==> src/rtl/board_pkg.sv <==
// Board-level constants shared by the input conditioning logic and game_top.
// Key debouncer timing defaults are derived from the 25.2 MHz pixel clock.
package board_pkg;

    localparam int KEYS_W            = 4;
    localparam int PIXEL_CLK_HZ      = 25_200_000;
    localparam int DEBOUNCE_MS       = 10;
    localparam int REPEAT_DELAY_MS   = 250;
    localparam int REPEAT_PERIOD_MS  = 100;

    localparam int DEBOUNCE_CYCLES_DEF = PIXEL_CLK_HZ / 1000 * DEBOUNCE_MS;
    localparam int REPEAT_DELAY_DEF    = PIXEL_CLK_HZ / 1000 * REPEAT_DELAY_MS;
    localparam int REPEAT_PERIOD_DEF   = PIXEL_CLK_HZ / 1000 * REPEAT_PERIOD_MS;

    typedef enum logic [1:0] {
        EDGE_NONE,
        EDGE_RISE,
        EDGE_FALL
    } key_edge_e;

    function automatic int max_int(input int a, input int b);
        return (a > b) ? a : b;
    endfunction

endpackage

==> src/rtl/key_debounce_cell.sv <==
// One key: 2-FF synchroniser, stability-counter debouncer and press/release strobes.
// Auto-repeat of the press strobe is built only when KEYS_AUTOREPEAT_EN is defined.
module key_debounce_cell
    import board_pkg::*;
#(
    parameter int DEBOUNCE_CYCLES = DEBOUNCE_CYCLES_DEF,
    parameter int REPEAT_DELAY    = REPEAT_DELAY_DEF,
    parameter int REPEAT_PERIOD   = REPEAT_PERIOD_DEF
) (
    input  logic clk_i,
    input  logic rst_n_i,
    input  logic key_i,
    output logic key_o,
    output logic pressed_o,
    output logic released_o
);

    localparam int CW = $clog2(DEBOUNCE_CYCLES + 1);

    if (DEBOUNCE_CYCLES < 1) begin : g_bad_debounce
        $error("key_debounce_cell: DEBOUNCE_CYCLES must be >= 1");
    end
    if (REPEAT_DELAY < 1 || REPEAT_PERIOD < 1) begin : g_bad_repeat
        $error("key_debounce_cell: REPEAT_DELAY and REPEAT_PERIOD must be >= 1");
    end

    logic          meta;
    logic          sync;
    logic          level;
    logic [CW-1:0] cnt;
    key_edge_e     stb;
    logic          accept;
    logic          rep_stb;

    assign accept = (sync != level) && (cnt == CW'(DEBOUNCE_CYCLES - 1));

    always_ff @(posedge clk_i or negedge rst_n_i) begin
        if (!rst_n_i) begin
            meta  <= 1'b0;
            sync  <= 1'b0;
            level <= 1'b0;
            cnt   <= '0;
            stb   <= EDGE_NONE;
        end else begin
            meta <= key_i;
            sync <= meta;
            stb  <= EDGE_NONE;
            if (sync == level) begin
                cnt <= '0;
            end else if (accept) begin
                level <= sync;
                cnt   <= '0;
                stb   <= sync ? EDGE_RISE : EDGE_FALL;
            end else begin
                cnt <= cnt + 1'b1;
            end
        end
    end

`ifdef KEYS_AUTOREPEAT_EN
    localparam int RW = $clog2(max_int(REPEAT_DELAY, REPEAT_PERIOD) + 1);

    logic [RW-1:0] rcnt;
    logic          rep_phase;

    // rcnt restarts after every strobe; rep_phase picks the initial delay or the period
    always_ff @(posedge clk_i or negedge rst_n_i) begin
        if (!rst_n_i) begin
            rcnt      <= '0;
            rep_phase <= 1'b0;
            rep_stb   <= 1'b0;
        end else begin
            rep_stb <= 1'b0;
            if (!level || accept) begin
                rcnt      <= '0;
                rep_phase <= 1'b0;
            end else if (!rep_phase && rcnt == RW'(REPEAT_DELAY - 1)) begin
                rcnt      <= '0;
                rep_phase <= 1'b1;
                rep_stb   <= 1'b1;
            end else if (rep_phase && rcnt == RW'(REPEAT_PERIOD - 1)) begin
                rcnt    <= '0;
                rep_stb <= 1'b1;
            end else if (rcnt != '1) begin
                rcnt <= rcnt + 1'b1;
            end
        end
    end
`else
    assign rep_stb = 1'b0;
`endif

    assign key_o      = level;
    assign pressed_o  = (stb == EDGE_RISE) || rep_stb;
    assign released_o = (stb == EDGE_FALL);

endmodule

==> src/rtl/keys_debouncer.sv <==
// Debounces KEYS_W raw push-buttons into levels plus press/release strobes.
// Define KEYS_AUTOREPEAT_EN to add auto-repeat press strobes while a key is held.
module keys_debouncer
    import board_pkg::*;
#(
    parameter int KEYS_W          = board_pkg::KEYS_W,
    parameter int DEBOUNCE_CYCLES = DEBOUNCE_CYCLES_DEF,
    parameter int REPEAT_DELAY    = REPEAT_DELAY_DEF,
    parameter int REPEAT_PERIOD   = REPEAT_PERIOD_DEF
) (
    input  logic              clk_i,
    input  logic              rst_n_i,
    input  logic [KEYS_W-1:0] keys_i,
    output logic [KEYS_W-1:0] keys_o,
    output logic [KEYS_W-1:0] pressed_o,
    output logic [KEYS_W-1:0] released_o
);

    for (genvar i = 0; i < KEYS_W; i++) begin : g_key
        key_debounce_cell #(
            .DEBOUNCE_CYCLES (DEBOUNCE_CYCLES),
            .REPEAT_DELAY    (REPEAT_DELAY),
            .REPEAT_PERIOD   (REPEAT_PERIOD)
        ) u_cell (
            .clk_i      (clk_i),
            .rst_n_i    (rst_n_i),
            .key_i      (keys_i[i]),
            .key_o      (keys_o[i]),
            .pressed_o  (pressed_o[i]),
            .released_o (released_o[i])
        );
    end

endmodule

==> config.mk <==
export PLATFORM = sky130hd
export DESIGN_NAME = keys_debouncer
export DESIGN_NICKNAME = d
export VERILOG_FILES = /design/src/rtl/board_pkg.sv /design/src/rtl/key_debounce_cell.sv /design/src/rtl/keys_debouncer.sv
export SDC_FILE = /design/constraint.sdc
export NUM_CORES = 1
export LEC_CHECK = 0
export BUFFER_PORTS_ARGS = -buffer_cell sky130_fd_sc_hd__buf_2
export CELL_PAD_IN_SITES_DETAIL_PLACEMENT = 0
export CELL_PAD_IN_SITES_GLOBAL_PLACEMENT = 1
export CORE_UTILIZATION = 25
export CTS_CLUSTER_SIZE = 8
export DETAILED_ROUTE_END_ITERATION = 10
export PLACE_DENSITY_LB_ADDON = 0.25
export REMOVE_ABC_BUFFERS = 1
export SYNTH_ARGS = -nofsm -noshare
export SYNTH_HDL_FRONTEND = slang
export SYNTH_SLANG_ARGS = --single-unit
export TNS_END_PERCENT = 30
==> constraint.sdc <==
create_clock -name clk_i -period 6.6 [get_ports clk_i]
set_input_delay 0.99 -clock clk_i [delete_from_list [all_inputs] [get_ports clk_i]]
set_output_delay 0.99 -clock clk_i [all_outputs]
set_load 0.1 [all_outputs]
==> impl_results.md <==
* Clock latency on the worst-skew pair at 350 ps
* 1st-iter DRT viols at 193
* Antenna violations before repair at 0
* Setup TNS at 0 ps
* Final cycle utilization of the critical path at 35.37%
* Global routing usage on met1 at 14.49%
* H-tree depth at 3
* Total leakage power at just over 2 nW
* CTS resizes at 0
* Final ANT Viol Nets at 0
* Min Hold Slack at about 350 ps
* CTS tree: yes
* Routed vias/inst at 4.612
* Clock transition at path regs at 60 ps
* Max Slew Vio Count at 0
* Fin nets at 452
* Core ar. at 0.01730 sq mm
* Final WS setup at ~4300 ps
* Vias in the first global route at 3233
* Outcome: completed
* Setup Fix Bufs, Post-CTS at 0
* Peak supply drop at around 140 uV
* Skew final at 7.962 ps
* Synth Flop Type: dfrtp_1
* Critical path launch point type: register
* Die width at approximately 140 um
* Met3 Usage GRT at 3.191%
* Cts bufs inserted at 9
* Wire length per cell at 13.20 um
* Worst min path class: reg2reg
* Arrival time worst endpoint at roughly 2500 ps
* Clock Path Buffers at 2
* Core Rows at 48
* Synth Area in Simple Gates at 27.09%
* GR Util met2 at around 17%
* Routability cong. at 0.7546
* Distinct cells, synth at 39
* Crit path kind: reg2reg
* Post-route DRC at 0
* RSZ-0062 raised after global routing: false
* Largest net degree at the start of global routing at 78
* Syn_area_per_cell at a little over 10 sq um
* Register area share after synthesis at 51.98%
* Die H at between 100 and 150 um
* Synth Area in Compound Gates at 2.712%
* Largest family of logic cells by synthesized area: simple AND/OR/NAND/NOR gates
* I/O Buffers at 17
* Detailed Place HPWL at 5953 um
* Max-cap violations at 0
* CTS Hold Bufs at 0
* Final hold vios at 0
* Synth Area in Adders at under 10%
* Post-Syn Instances at between 400 and 500
* Root Buffer: clkbuf_16
* CP required at 6800 ps
* Global route overflow at 0
* Slew headroom at 28.10%
* Setup crit end kind: register
* Asr flop ratio synth at 100.0%
* Worst Max-Slew Pin Slew at 1071 ps
* EDFF count, synth at 0
* Ys Warns at 0
* Power Dens Cells at 228.2 mW/mm^2
* Layout cell share with drive strength beyond 1 at 9.843%
* Synth Cell Area at 0.004429 sq mm
* First-pass GRT wire length at 15750 um
* Achievable Freq at 428.4 MHz
* Initial DRT Pass Iterations at 4
* Final min period at 2334 ps
* Critical Path Fanout Max at 16
* Die area at ~0.018 sq mm
* Pre-CTS setup slack at around 4200 ps
* Synth Area in XOR/XNOR at 12.06%
* Via count at 3099
* Busiest layer in global routing: met2
* Multiplexer share of the synthesized area at 1.328%
* DRT Wirelength at 8868 um
* Antenna cells at 0
* Final Core Density at 28.90%
* Setup-failing EPs final at 0
* Yosys reg bits at 92
* I/O Pins at 18
* Gr usage total at between 10% and 20%
* Area grow syn2layout at 12.85%
* Clk sinks at just over 90
* Initial core utilization at 25.61%
-- layout by cell type (no fill, tap or decap), types with 9 or more instances in the layout --
master and n:
xnor2_1 38, and3_1 13, nand2_1 19, nor4_1 20
nor3b_1 9, nor2_1 63, nand3_1 26, xor2_1 23
buf_2 16, inv_1 10, dfrtp_1 92, nand4_1 27
clkbuf_16 9
-- registers in the layout (all words and copies together) (netlist names) --
signal	cells
g_key.u_cell.cnt	72
g_key.u_cell.key_o	4
g_key.u_cell.meta	4
g_key.u_cell.stb	8
g_key.u_cell.sync	4
-- critical path: stages, from the launching register on --
cell	delay [ps]
dfrtp_1	420
or4b_1	540
or4_4	540
o21ai_2	560
nor2_1	120
-- per-layer routing --
metal / routed length, um / vias up / part of all wire (%)
met5: 0 / - / 0
met2: 4027 / 41 / 45
met1: 4374 / 1508 / 49
li1: - / 1537 / -
met3: 314 / 13 / 3.5
met4: 151 / 0 / 1.7
-- kinds of logic (layout without fill, tap and decap cells) --
logic type,count (synthesis),in the layout
mux,5,5
fa+ha+maj,4,4
compound gates,19,19
simple gates,221,221
buf+inv,30,45
flops,92,92
xor+xnor,61,61
-- final cells by class --
type	count	area, sq um
Clock buffer	12	256.5
Clock inverter	4	47.55
Fill cell	1831	12300
Inverter	10	37.54
Multi-Input combinational cell	310	1971
Sequential cell	92	2302
Tap cell	225	281.5
Timing Repair Buffer	19	102.6
-- power by group --
part	internal, mW	leakage, nW	total (mW)	switching (mW)
registers	0.572	1.26	0.582	0.00935
clock network	0.313	0.149	0.526	0.213
logic	0.00947	0.629	0.0329	0.0234
total	0.895	2.03	1.14	0.246
-- cells in the mapped netlist (all sizes together) (9+ instances only) --
cell type  number  area share, %
dfrtp          92             52
nor2           63            5.3
xnor2          38            7.5
nand4          28            4.1
nand3          26            2.9
xor2           23            4.5
nor4           20            2.8
nand2          19            1.6
buf            15            2.4
and3           13            1.8
inv            10           0.85
nor3b           9            1.5
or4             9            1.6
-- per-stage QoR --
| stage | cell area (sq um) | instances | power (mW) |
|---|---|---|---|
| after detailed placement | 4695 | 656 | 0.6267 |
| after CTS | 4999 | 672 | 1.168 |
| after global routing | 4999 | 672 | 1.195 |
| final | 4999 | 672 | 1.141 |
| after global placement | 4695 | 656 | 0.6264 |
| after floorplan | 4303 | 412 | 0.6048 |
-- worst paths after layout --
kind	from	to	slack [ps]	cells after the start
setup / recovery	g_key[1].u_cell.cnt[9]	g_key[1].u_cell.cnt[15]	4270	4
hold / removal	g_key[0].u_cell.meta	g_key[0].u_cell.sync	350	0
setup reg to reg	g_key[1].u_cell.cnt[9]	g_key[1].u_cell.cnt[15]	4270	4
hold reg to reg	g_key[0].u_cell.meta	g_key[0].u_cell.sync	350	0
max in group asynchronous	rst_n_i	g_key[0].u_cell.cnt[1]	4880	2
min in group asynchronous	rst_n_i	g_key[3].u_cell.stb[0]	500	1
Note: power is estimated with default switching activity, not from simulation.
